[config.mk]
export PLATFORM = sky130hd
export DESIGN_NAME = rv32i_test_ctrl
export DESIGN_NICKNAME = d
export VERILOG_FILES = /design/src/rtl/rv32i_test_pkg.sv /design/src/rtl/rv32i_halt_detect.sv /design/src/rtl/rv32i_test_ctrl.sv
export SDC_FILE = /design/constraint.sdc
export NUM_CORES = 1
export LEC_CHECK = 0
export ABC_AREA = 1
export ABC_CLOCK_PERIOD_IN_PS = 3000
export BUFFER_PORTS_ARGS = -buffer_cell sky130_fd_sc_hd__buf_2
export CELL_PAD_IN_SITES_DETAIL_PLACEMENT = 0
export CELL_PAD_IN_SITES_GLOBAL_PLACEMENT = 1
export CORE_MARGIN = 2
export CORE_UTILIZATION = 33
export CTS_CLUSTER_SIZE = 28
export DETAILED_ROUTE_END_ITERATION = 7
export GPL_TIMING_DRIVEN = 1
export PLACE_DENSITY = 0.8
export SETUP_SLACK_MARGIN = 0.15
export SLEW_MARGIN = 0
export SYNTH_ARGS = -nofsm -noshare
export SYNTH_HDL_FRONTEND = slang
export SYNTH_HIERARCHICAL = 1
export SYNTH_SLANG_ARGS = --single-unit
[constraint.sdc]
create_clock -name clk -period 3 [get_ports clk]
set_input_delay 0.3 -clock clk [delete_from_list [all_inputs] [get_ports clk]]
set_output_delay 0.3 -clock clk [all_outputs]
set_load 0.02 [all_outputs]
[src/rtl/rv32i_test_pkg.sv]
// rv32i_test_pkg: controller states, load-target codes and default run limits
package rv32i_test_pkg;
    typedef enum logic [1:0] {IDLE, LOAD, RUN, DONE} state_t;
    localparam logic [1:0] TGT_IM  = 2'd0;
    localparam logic [1:0] TGT_DM  = 2'd1;
    localparam logic [1:0] TGT_RF  = 2'd2;
    localparam logic [1:0] TGT_RSV = 2'd3;
    localparam int DEF_MAX_CYCLES  = 35;
    localparam int DEF_STALL_LIMIT = 4;
endpackage

[src/rtl/rv32i_halt_detect.sv]
// rv32i_halt_detect: flags a halt once the PC has repeated for STALL_LIMIT consecutive run cycles
module rv32i_halt_detect
    import rv32i_test_pkg::*;
#(
    parameter int XLEN        = 32,
    parameter int STALL_LIMIT = DEF_STALL_LIMIT
) (
    input  logic            clk,
    input  logic            rst_n,
    input  logic            en,
    input  logic            first,
    input  logic [XLEN-1:0] core_pc,
    output logic            hit
);
    localparam int SW = $clog2(STALL_LIMIT);
    logic [XLEN-1:0] prev_pc;
    logic [SW-1:0]   stall;
    logic            match;
    assign match = en && !first && core_pc == prev_pc;
    assign hit   = match && stall == SW'(STALL_LIMIT - 1);
    always_ff @(posedge clk) begin
        if (!rst_n || !en) begin
            prev_pc <= '0;
            stall   <= '0;
        end else begin
            prev_pc <= core_pc;
            stall   <= match ? (hit ? stall : stall + 1'b1) : '0;
        end
    end
endmodule

[src/rtl/rv32i_test_ctrl.sv]
// rv32i_test_ctrl: streams images into the core memories, runs the core and reports halt/timeout/pass
module rv32i_test_ctrl
    import rv32i_test_pkg::*;
#(
    parameter int XLEN        = 32,
    parameter int IM_AW       = 8,
    parameter int DM_AW       = 8,
    parameter int RF_AW       = 5,
    parameter int MAX_CYCLES  = DEF_MAX_CYCLES,
    parameter int STALL_LIMIT = DEF_STALL_LIMIT,
    localparam int AW = (IM_AW > DM_AW) ? IM_AW : DM_AW,
    localparam int CW = $clog2(MAX_CYCLES + 1)
) (
    input  logic            clk,
    input  logic            rst_n,
    input  logic            start,
    input  logic            ld_valid,
    output logic            ld_ready,
    input  logic [1:0]      ld_target,
    input  logic [AW-1:0]   ld_addr,
    input  logic [XLEN-1:0] ld_data,
    input  logic            ld_last,
    output logic            im_we,
    output logic            dm_we,
    output logic            rf_we,
    output logic [AW-1:0]   wr_addr,
    output logic [XLEN-1:0] wr_data,
    output logic            core_rst_n,
    output logic            core_run,
    input  logic [XLEN-1:0] core_pc,
    input  logic [XLEN-1:0] core_x1,
    input  logic [XLEN-1:0] expect_val,
    input  logic            clear,
    output logic            done,
    output logic            halted,
    output logic            timeout,
    output logic            pass,
    output logic            ld_err,
    output logic [XLEN-1:0] result,
    output logic [CW-1:0]   cycles
);
    state_t        state, nxt;
    logic          acc, hit, first, tmo, cap;
    logic [CW-1:0] cnt;
    assign ld_ready   = rst_n && (state == IDLE || state == LOAD);
    assign core_rst_n = state == RUN || state == DONE;
    assign core_run   = state == RUN;
    assign acc        = ld_valid && ld_ready;
    assign first      = state == RUN && cycles == '0;
    assign cnt        = cycles + 1'b1;
    assign tmo        = state == RUN && cnt == CW'(MAX_CYCLES);
    assign cap        = state == RUN && (hit || tmo);
    rv32i_halt_detect #(.XLEN(XLEN), .STALL_LIMIT(STALL_LIMIT)) u_halt (
        .clk(clk), .rst_n(rst_n), .en(state == RUN), .first(first), .core_pc(core_pc), .hit(hit)
    );
    always_comb begin
        nxt = state;
        case (state)
            IDLE:    nxt = acc ? (ld_last ? RUN : LOAD) : (start ? RUN : IDLE);
            LOAD:    nxt = (acc && ld_last) ? RUN : LOAD;
            RUN:     nxt = cap ? DONE : RUN;
            default: nxt = clear ? IDLE : DONE;
        endcase
    end
    always_ff @(posedge clk) state <= !rst_n ? IDLE : nxt;
    always_ff @(posedge clk) begin
        if (!rst_n) begin
            {im_we, dm_we, rf_we} <= '0;
            wr_addr <= '0;
            wr_data <= '0;
            {done, halted, timeout, pass, ld_err} <= '0;
            result  <= '0;
            cycles  <= '0;
        end else begin
            im_we <= acc && ld_target == TGT_IM;
            dm_we <= acc && ld_target == TGT_DM;
            rf_we <= acc && ld_target == TGT_RF;
            if (acc) begin
                wr_addr <= ld_target == TGT_RF ? AW'(ld_addr[RF_AW-1:0]) :
                           ld_target == TGT_IM ? AW'(ld_addr[IM_AW-1:0]) : AW'(ld_addr[DM_AW-1:0]);
                wr_data <= ld_data;
            end
            if (acc && ld_target == TGT_RSV) ld_err <= 1'b1;
            if (state == RUN) cycles <= cycles == CW'(MAX_CYCLES) ? cycles : cnt;
            if (cap) begin
                done    <= 1'b1;
                halted  <= hit;
                timeout <= !hit;
                pass    <= hit && core_x1 == expect_val;
                result  <= core_x1;
            end
            if (state == DONE && clear) begin
                {done, halted, timeout, pass, ld_err} <= '0;
                result <= '0;
                cycles <= '0;
            end
        end
    end
endmodule
Yosys cells after proc, flatten, opt, wreduce, memory -nomap -nowiden
Cells that the tools add are included.
W data, S select, Z words.
{ "totals": {"ff_bits": 122, "input_bits": 144, "wordCells": 68} }
{ "classes": {"n_reduce_logical": 29, "n_bitwise": 3, "n_mux": 8, "n_eq_ne": 11, "addsub": 2} }
{ "ops": {"columns": ["cell", "count"], "rows": [
  ["$eq A32 B32 Y1", 2],
  ["$logic_and A1 B1 Y1", 15],
  ["$eq A6 B6 Y1 const B", 2],
  ["$eq A2 B2 Y1 const B", 5],
  ["$mux W2", 5],
  ["$mux W8", 1],
  ["$add A6 B1 Y6 const B", 1],
  ["$logic_not A6 Y1", 1],
  ["$pmux W2 S3", 1],
  ["$eq A2 B1 Y1 const B", 2],
  ["$logic_not A1 Y1", 4],
  ["$logic_not A2 Y1", 2],
  ["$logic_or A1 B1 Y1", 4],
  ["$reduce_or A2 Y1", 2],
  ["$not A1 Y1", 3],
  ["$add A2 B1 Y2 const B", 1],
  ["$reduce_and A2 Y1", 1],
  ["$mux W1", 1]
]} }

Depth between registers and ports, before layout
Gate-level depths: netlist of the first run.
{ "logic_depth": {"depth_word": 10, "depth_mapped": 20, "ltp_nobuf": 20} }

Cells and area by module
The synthesis of the first run kept the hierarchy.
{ "by_module_without_submodules": {"columns": ["module", "n_inst", "cells_each", "seq_area_each_um2", "area_per_inst_um2"], "rows": [
  ["rv32i_test_ctrl", 1, 557, 1761.7, 3973.8],
  ["rv32i_halt_detect", 1, 224, 680.7, 1485.2]
]} }

Worst setup path after synthesis of the first run
No wires, ideal clock.
{ "synth_timing": {"kind": "reg-to-reg", "startpoint": "register state[1]", "endpoint": "register pass", "n_path_buf": 1, "period_less_slack_ps": 2515, "stages_incl_launch_ff": 19, "arrival_ps": 2451, "slack_ps": 485, "cell_sequence": "dfxtp_1 > inv_2 > nor2_8 > clkbuf_1 > nand2_1 > or2_0 > nor2_1 > nand3_1 > nor2_2 > nand3_1 > inv_1 > inv_1 > a21oi_1 > nand4_1 > nor2_1 > nand2_1 > nor2_1 > nor2_2 > nor2_1"} }
{ "synth_between": {"elab_chain_len": 8} }
{ "synth_rtl": {"columns": ["item", "line_no", "source"], "rows": [
  ["start: declaration", "rv32i_test_ctrl.sv:42", "state_t state, nxt;"],
  ["start signal: assignment", "rv32i_test_ctrl.sv:65", "always_ff @(posedge clk) state <= !rst_n ? IDLE : nxt;"],
  ["$eq A2 B2 Y1 (*)", null, null],
  ["via core_run", "rv32i_test_ctrl.sv:29", "output logic core_run,"],
  ["$logic_and A1 B1 Y1", "rv32i_test_ctrl.sv:49", "assign first = state == RUN && cycles == '0;"],
  ["$logic_not A1 Y1", "rv32i_halt_detect.sv:19", "assign match = en && !first && core_pc == prev_pc;"],
  ["$logic_and A1 B1 Y1 (*) (2 in series)", "rv32i_halt_detect.sv:19", null],
  ["$logic_and A1 B1 Y1 (*)", "rv32i_halt_detect.sv:20", "assign hit = match && stall == SW'(STALL_LIMIT - 1);"],
  ["via hit", "rv32i_test_ctrl.sv:43", "logic acc, hit, first, tmo, cap;"],
  ["$logic_or A1 B1 Y1", "rv32i_test_ctrl.sv:52", "assign cap = state == RUN && (hit || tmo);"],
  ["$logic_and A1 B1 Y1", "rv32i_test_ctrl.sv:52", null],
  ["end signal: assignment", "rv32i_test_ctrl.sv:89", "pass <= hit && core_x1 == expect_val;"],
  ["end: declaration", "rv32i_test_ctrl.sv:37", "output logic pass,"]
]} }
Mark *: on every way through the listed nets, which the timed path passes. The rest lies on a longest branch.
A chain may end at the register's enable or synchronous reset.

Worst setup path after layout of the first run
{ "layout_timing": {"startpoint": "register cycles[0]", "endpoint": "register pass"} }
{ "layout_lines": {"columns": ["item", "line_no", "source"], "rows": [
  ["start: declaration", "rv32i_test_ctrl.sv:40", "output logic [CW-1:0] cycles"],
  ["start signal: assignment", "rv32i_test_ctrl.sv:84", "if (state == RUN) cycles <= cycles == CW'(MAX_CYCLES) ? cycles : cnt;"],
  ["$add A6 B1 Y6", "rv32i_test_ctrl.sv:50", "assign cnt = cycles + 1'b1;"],
  ["via cnt[0]", "rv32i_test_ctrl.sv:44", "logic [CW-1:0] cnt;"],
  ["$eq A6 B6 Y1", "rv32i_test_ctrl.sv:51", "assign tmo = state == RUN && cnt == CW'(MAX_CYCLES);"],
  ["$logic_and A1 B1 Y1", "rv32i_test_ctrl.sv:51", null],
  ["$logic_or A1 B1 Y1", "rv32i_test_ctrl.sv:52", null],
  ["$logic_and A1 B1 Y1", "rv32i_test_ctrl.sv:52", null]
]} }
The timed path passes the listed nets, and every way through them passes these cells.

==> flow_metrics.py, run 1 <==
metrics = {
    "run_status": {
        "status": "finished clean",
    },
    "synth": {
        "synth_edf_count": 0,
        "synth_xor_area_frac": 0.0273,
        "synth_nets": 929,
        "synth-seq-area-share": 0.447,
        "yosysWarnings": 6,
        "yosys.area_share.adder": 0.00917,
        "synth_area_leaders": "dfxtp_1 45%, nand2_1 16%, nand3_1 7.7%",
        "muxShareOfSynthArea": 0,
        "netlist_instances": 781,
        "avgSynthCellArea_sq_um": 6.99,
        "synth_ff_type": "dfxtp_1",
        "async_reset_ff_frac": 0,
        "synth-simple-area-share": 0.336,
        "synth_seq_cells": 122,
        "synth-compound-area-share": 0.0775,
        "mappedNetlistArea_sq_um": 5460,
        "synth_top_area_cell": "dfxtp_1",
        "ys_types": 34,
        "synth_top_family_by_area": "simple AND/OR/NAND/NOR gates",
        "synth_top_area_share": 0.447,
    },
    "timing": {
        "fin_crit_sh": 0.841,
        "max_clock_freq_mhz": 396,
        "rsz0062_at_grt": "false",
        "setup_slack_ns": 0.476,
        "hold_viol_final": 0,
        "setup_tns_ns": 0,
        "drv_slew": 0,
        "fin_crit_ns": 2.52,
        "fin_skew_ns": 0.0119,
        "relSlewSlack": 0.625,
        "holdWs_ns": 0.0707,
        "worst_slew_pin_slew_ns": 0.561,
        "setup_viol": 0,
    },
    "pwr": {
        "p_per_area_nw_per_um2": 584,
        "ir_worst_vdd_mv": 0.355,
        "comb_power_share": 0.126,
        "swShare": 0.257,
        "p_leak_nw": 3.84,
        "cell_internal_pwr_mw": 3.20,
        "p_clk_frac": 0.471,
        "power_frac_seq": 0.403,
        "power_switching_mw": 1.11,
    },
    "grt": {
        "grt_pass1_vias": 4870,
        "antenna_found_initial": 1,
        "grt_max_degree": 44,
        "grt_pass1_wl_microns": 24100,
        "grt.total_usage": 0.171,
        "grt_overflow": 0,
    },
    "die": {
        "die_y_microns": 133,
        "start_util": 0.334,
        "placementRows": 47,
        "dieArea_sq_um": 17600,
        "die_w_microns": 133,
        "ios": 233,
        "core-area_sq_um": 16300,
    },
    "critical_path": {
        "r2r_slack_ns": 0.48,
        "cp_slowest_stage_delay_ns": 0.43,
        "critPathCaptureType": "register",
        "criticalPathCategory": "reg -> reg",
        "crit_family": "simple AND/OR/NAND/NOR gates",
        "crit_path_frequent_cell": "nor2_1",
        "path_cells": "inv_1 -> ha_1 -> nand4_1 -> nor2_1 -> inv_1 -> nand2_1 -> or2_0 -> nor2_1 -> nand3_1 -> nor2_2 -> nand3_1 -> inv_1 -> inv_1 -> a21oi_1 -> nand4_1 -> nor2_1 -> nand2_1 -> nor2_1 -> nor2_2 -> nor2_1",
        "cp-start-kind": "register",
        "crit_buf_inv": 4,
        "reg2reg_to": "pass$_SDFFE_PP0P_",
        "worstPathRequired_ns": 3.35,
        "cp_max_fo": 7,
        "timing.rr.start": "cycles[0]$_SDFFE_PP0P_",
        "slowest_stage": "dfxtp_1",
        "r2r_cells": 20,
        "arrival_ns": 2.88,
    },
    "hold_path": {
        "hold_end": "im_we$_SDFF_PN0_",
        "holdPathStages": 2,
        "min_from": "ld_target[0]",
        "hold_class": "in -> reg",
    },
    "layout": {
        "fill_cells": 1763,
        "drive_gt1_frac": 0.295,
        "antenna_cells": 0,
        "area_delta_synth_final_pct": 35.2,
        "stdcell_area_sq_um": 7380,
        "nNetsFinal": 1157,
    },
    "cts": {
        "cts_tree": "yes",
        "cts.sinks": 122,
        "cts_buffer_depth": 2,
        "holdBufCountCts": 0,
        "cts_buffers": 17,
        "clk_pin_slew_ns": 0.06,
        "ctsHtreeMaxLevel": 4,
        "post_cts_buffers": 0,
        "clk_latency_ns": 0.42,
        "clock-root-buffer": "clkbuf_16",
    },
    "placement": {
        "port_buffers": 232,
        "dpl_cell_area_sq_um": 6790,
        "hpwlAfterDp_microns": 11100,
        "dp_slack_ns": 0.426,
        "gp_congestion": 0.775,
    },
    "routing": {
        "wl_per_cell_microns": 12.1,
        "drc": 0,
        "route.vias.total": 5337,
        "drtIter0Drc": 290,
        "vias_per_cell": 4.30,
        "wl_microns": 15000,
        "dr.pass1.iters": 4,
        "drtAntennaViolNets": 0,
    },
    "flow_run": {
        "cap_viol_max_count": 0,
    },
}
-- area by class of cell --
| class | count | area (sq um) | share of cell area |
|---|---|---|---|
| Timing Repair Buffer | 239 | 1210 | 0.164 |
| Clock inverter | 7 | 90.1 | 0.0122 |
| Tap cell | 220 | 275 | 0.0373 |
| Clock buffer | 24 | 492 | 0.0666 |
| Multi-Input combinational cell | 526 | 2480 | 0.336 |
| Inverter | 103 | 387 | 0.0524 |
| Sequential cell | 122 | 2440 | 0.331 |
-- state kept, by name, summed over array words and instances (netlist names) --
register and count:
dm_we 1, wr_addr 8, ld_err 1, state 2, u_halt/prev_pc 32, rf_we 1
u_halt/stall 2, result 32, timeout 1, pass 1, im_we 1, wr_data 32
done 1, cycles 6, halted 1
-- cell families after synthesis --
family          count (synthesis)
simple gates                  433
buf+inv                       133
flops                         122
compound gates                 72
xor+xnor                       17
fa+ha+maj                       4
-- stage by stage --
stage / util / std cells / power, mW
5_1_grt: 0.451 / 1241 / 4.51
6_report: 0.451 / 1241 / 4.31
3_3_place_gp: 0.415 / 1210 / 2.32
4_1_cts: 0.451 / 1241 / 4.37
2_1_floorplan: - / 781 / 2.09
3_5_place_dp: 0.415 / 1210 / 2.32
-- cell usage after synthesis (all sizes together) (2+ instances only) --
master / instances
nand4: 5
or2: 4
a21oi: 43
nand2: 237
nor2: 98
xor2: 5
buf: 13
a31oi: 5
clkbuf: 17
nand3b: 2
dfxtp: 122
o22ai: 2
inv: 103
nor3: 2
o21ai: 20
nand3: 85
xnor2: 12
ha: 4
-- cell usage in the layout, fill, tap and decap left out, drive strengths merged --
| cell | count |
|---|---|
| a211oi | 1 |
| xnor2 | 12 |
| ha | 4 |
| inv | 103 |
| o22ai | 2 |
| a31oi | 5 |
| bufinv | 2 |
| o21ai | 20 |
| dfxtp | 122 |
| o21bai | 1 |
| nand4 | 5 |
| clkbuf | 24 |
| nand3 | 85 |
| buf | 239 |
| a21oi | 43 |
| xor2 | 5 |
| nor2 | 98 |
| nand2 | 237 |
| clkinv | 3 |
| or2 | 4 |
| nor3 | 2 |
| nand3b | 2 |
| clkinvlp | 2 |
-- worst reg2reg max path, delay by kind of cell (launching register included) --
kind	cells	cell delay, ns
AOI/OAI and AO/OA	1	0.17
adders and majority gates	1	0.21
buffers and inverters	4	0.33
DFF	1	0.43
and+or+nand+nor	14	1.33
-- what timing repair did --
item / 4_1_cts / 5_1_grt
endpoints found under the setup margin: 0 / 7
hold endpoints to repair: 0 / 0
resized for setup: 0 / 1
-- power groups by stage --
stage | clock network, mW | logic (mW) | registers, mW
finish | 2.03 | 0.545 | 1.74
global route | 2.15 | 0.613 | 1.75
CTS | 2.08 | 0.553 | 1.74
detailed placement | 0 | 0.551 | 1.77
global placement | 0 | 0.551 | 1.77
floorplan | 0 | 0.260 | 1.83
-- worst max path at each step --
stage	endpoint	cells after the start	from
3_3_place_gp	pass$_SDFFE_PP0P_	17	cycles[0]$_SDFFE_PP0P_
5_1_grt	pass$_SDFFE_PP0P_	20	cycles[0]$_SDFFE_PP0P_
4_1_cts	result[12]$_SDFFE_PP0P_	17	cycles[0]$_SDFFE_PP0P_
6_report	pass$_SDFFE_PP0P_	20	cycles[0]$_SDFFE_PP0P_
3_5_place_dp	result[10]$_SDFFE_PP0P_	17	cycles[0]$_SDFFE_PP0P_
2_1_floorplan	pass$_SDFFE_PP0P_	18	state[1]$_SDFF_PN0_
-- metal layers --
metal	track usage	wire length, microns	share of wire
met5	0	10	0.00067
met4	0.0627	178	0.012
met3	0.0525	1160	0.077
met1	0.220	6980	0.46
met2	0.271	6710	0.45
Note: power is estimated with default switching activity, not from simulation.
==> run 2: changes to the inputs <==
Settings changed: ABC_CLOCK_PERIOD_IN_PS 3000 to 2090, CORE_UTILIZATION 33 to 29, PLACE_DENSITY 0.8 to 0.74.
Clock period 3 ns to 2.09 ns, I/O delays scaled along.
==> run 2 against run 1 <==
Net effect:
- the run now ends with negative setup slack left
- first-iteration DRC count is 44% lower
- clock power rose by 55%
- hold slack got worse by 0.051 ns
- power is 52% higher
- core utilization shrank 1.2 points
- fmax rose by 20%
- sequential power grew 43%
- via count grew 6.0%
- global-route usage is 0.59 points lower
- critical path type unchanged
- highest routed layer is now met4
==> flow_metrics.py, run 2 (synthesis results as in run 1) <==
metrics = {
    "placement": {
        "hpwlAfterDp_microns": 12100,
        "port_buffers": 232,
        "gp_congestion": 0.827,
        "dp.cells": 1239,
    },
    "cts": {
        "clk_latency_ns": 0.41,
        "ctsHtreeMaxLevel": 4,
        "cts_buffers": 17,
        "cts_tree": "yes",
        "clk_pin_slew_ns": 0.06,
        "cts_buffer_depth": 2,
        "cts.sinks": 122,
        "clock-root-buffer": "clkbuf_16",
    },
    "layout": {
        "layout_common_cells": "232 x buf_2, 222 x nand2_1, 118 x dfxtp_1",
        "fin_util": 0.439,
        "antenna_cells": 0,
        "area_delta_synth_final_pct": 49.5,
        "drive_gt1_frac": 0.326,
        "fill_cells": 1927,
        "stdcell_count": 1317,
        "reg_top3": "result: 32 flops, u_halt/prev_pc: 32 flops, wr_data: 32 flops",
        "nNetsFinal": 1218,
        "final_common_cell": "buf_2",
    },
    "critical_path": {
        "r2r_slack_ns": -0.008,
        "critPathCaptureType": "register",
        "arrival_ns": 2.44,
        "cp_max_fo": 3,
        "cp-start-kind": "register",
        "worstPathRequired_ns": 2.44,
        "criticalPathCategory": "reg -> reg",
    },
    "timing": {
        "rsz0062_at_grt": "true",
        "fin_crit_ns": 2.10,
        "max_clock_freq_mhz": 477,
        "relSlewSlack": 0.699,
        "setup_slack_ns": -0.00820,
        "worst_slew_pin_slew_ns": 0.452,
        "hold_viol_final": 0,
        "setup_viol": 2,
        "fin_skew_ns": 0.00892,
        "drv_slew": 0,
        "fin_crit_sh": 1.00,
        "setup_tns_ns": -0.0146,
    },
    "grt": {
        "grt_pass1_vias": 5414,
        "grt_pass1_wl_microns": 26100,
        "grt.total_usage": 0.165,
        "grt_overflow": 0,
        "grt_max_degree": 44,
        "antenna_found_initial": 0,
    },
    "routing": {
        "route.vias.total": 5657,
        "wl_per_cell_microns": 12.9,
        "vias_per_cell": 4.30,
        "drc": 0,
        "dr.pass1.iters": 4,
        "drtIter0Drc": 161,
        "wl_microns": 17000,
        "drtAntennaViolNets": 0,
    },
    "pwr": {
        "cell_internal_pwr_mw": 4.88,
        "power_frac_seq": 0.379,
        "p_clk_frac": 0.479,
        "p_leak_nw": 4.16,
        "p_per_area_nw_per_um2": 803,
        "ir_worst_vdd_mv": 0.602,
        "power_switching_mw": 1.68,
        "comb_power_share": 0.142,
        "swShare": 0.256,
    },
    "die": {
        "placementRows": 50,
        "start_util": 0.294,
        "die_y_microns": 141,
        "core-area_sq_um": 18600,
        "dieArea_sq_um": 19900,
        "die_w_microns": 141,
        "ios": 233,
    },
    "flow_run": {
        "cap_viol_max_count": 0,
    },
    "run_status": {
        "status": "finished, violations left",
        "failed_checks": "negative setup slack",
    },
    "hold_path": {
        "hold_class": "in -> reg",
    },
}
run 2: cell types whose count changed in the layout (fill, tap and decap cells not counted), sizes merged:
cell,before,now
clkbuf,24,23
nand2,237,239
buf,239,261
dlygate4sd3,0,35
bufinv,2,4
clkinvlp,2,3
inv,103,104
run 2: what timing repair did:
action                                  in CTS  in global routing
endpoints found under the hold margin       35                  0
pin swaps                                   10                 19
hold buffers                                35                  0
setup buffers                                3                  3
resized for setup                            4                 18
endpoints found under the setup margin      37                 37
cloned                                       1                  4
run 2: power groups by stage:
stage | Combinational [mW] | Sequential (mW) | Clock [mW]
final | 0.931 | 2.48 | 3.14
after CTS | 0.919 | 2.48 | 3.22
after global placement | 0.855 | 2.53 | 0
after floorplan | 0.385 | 2.63 | 0
after global routing | 1.04 | 2.49 | 3.33
after detailed placement | 0.857 | 2.53 | 0
run 2: layer usage:
| metal | global-route usage | vias to the layer above | wire length (microns) |
|---|---|---|---|
| met5 | 0 | - | 0 |
| met4 | 0.0458 | 0 | 176 |
| met3 | 0.0567 | 12 | 1110 |
| met2 | 0.286 | 156 | 8340 |
| met1 | 0.194 | 2490 | 7350 |
| li1 | - | 2999 | - |
run 2: critical path, cell delays in order (launching register included):
cell and delay (ns):
dfxtp_2 0.33, inv_2 0.05, ha_4 0.14, nand4_1 0.07, nor2_1 0.04, inv_1 0.04
nand2_1 0.04, or2_0 0.19, nor2_1 0.10, nand3_1 0.08, nor2_2 0.16, nand3_2 0.09
inv_2 0.08, inv_4 0.05, a21oi_2 0.09, nand4_1 0.10, nor2_1 0.11, nand2_1 0.07
nor2_2 0.09, nor2_2 0.03, nor2_1 0.07
run 2: area by class of cell:
cell class | count | area [sq um] | share of cell area
clock buffer | 21 | 460 | 0.0564
tap | 234 | 293 | 0.0359
clock inverter | 11 | 168 | 0.0205
timing repair buffer | 298 | 1820 | 0.223
multi-input combinational | 528 | 2580 | 0.316
inverter | 103 | 392 | 0.0480
sequential | 122 | 2450 | 0.300
run 2: path summary, 6_finish.rpt:
check	start	end	cells after the start
max reg2reg	cycles[1]$_SDFFE_PP0P_	pass$_SDFFE_PP0P_	20
min	ld_target[1]	im_we$_SDFF_PN0_	2
min reg2reg	result[14]$_SDFFE_PP0P_	result[14]$_SDFFE_PP0P_	2
max	cycles[1]$_SDFFE_PP0P_	pass$_SDFFE_PP0P_	20
run 2: metrics by stage:
step / setup WS, ns / cell area (sq um) / hold WS, ns / total power [mW]
2_1_floorplan: -0.0467 / 5510 / 0.286 / 3.01
3_3_place_gp: -0.0964 / 6960 / 0.403 / 3.38
3_5_place_dp: -0.136 / 6960 / 0.407 / 3.39
4_1_cts: -0.0597 / 7980 / 0.00413 / 6.62
5_1_grt: -0.200 / 8160 / 0.00332 / 6.86
6_report: -0.00820 / 8160 / 0.0194 / 6.56
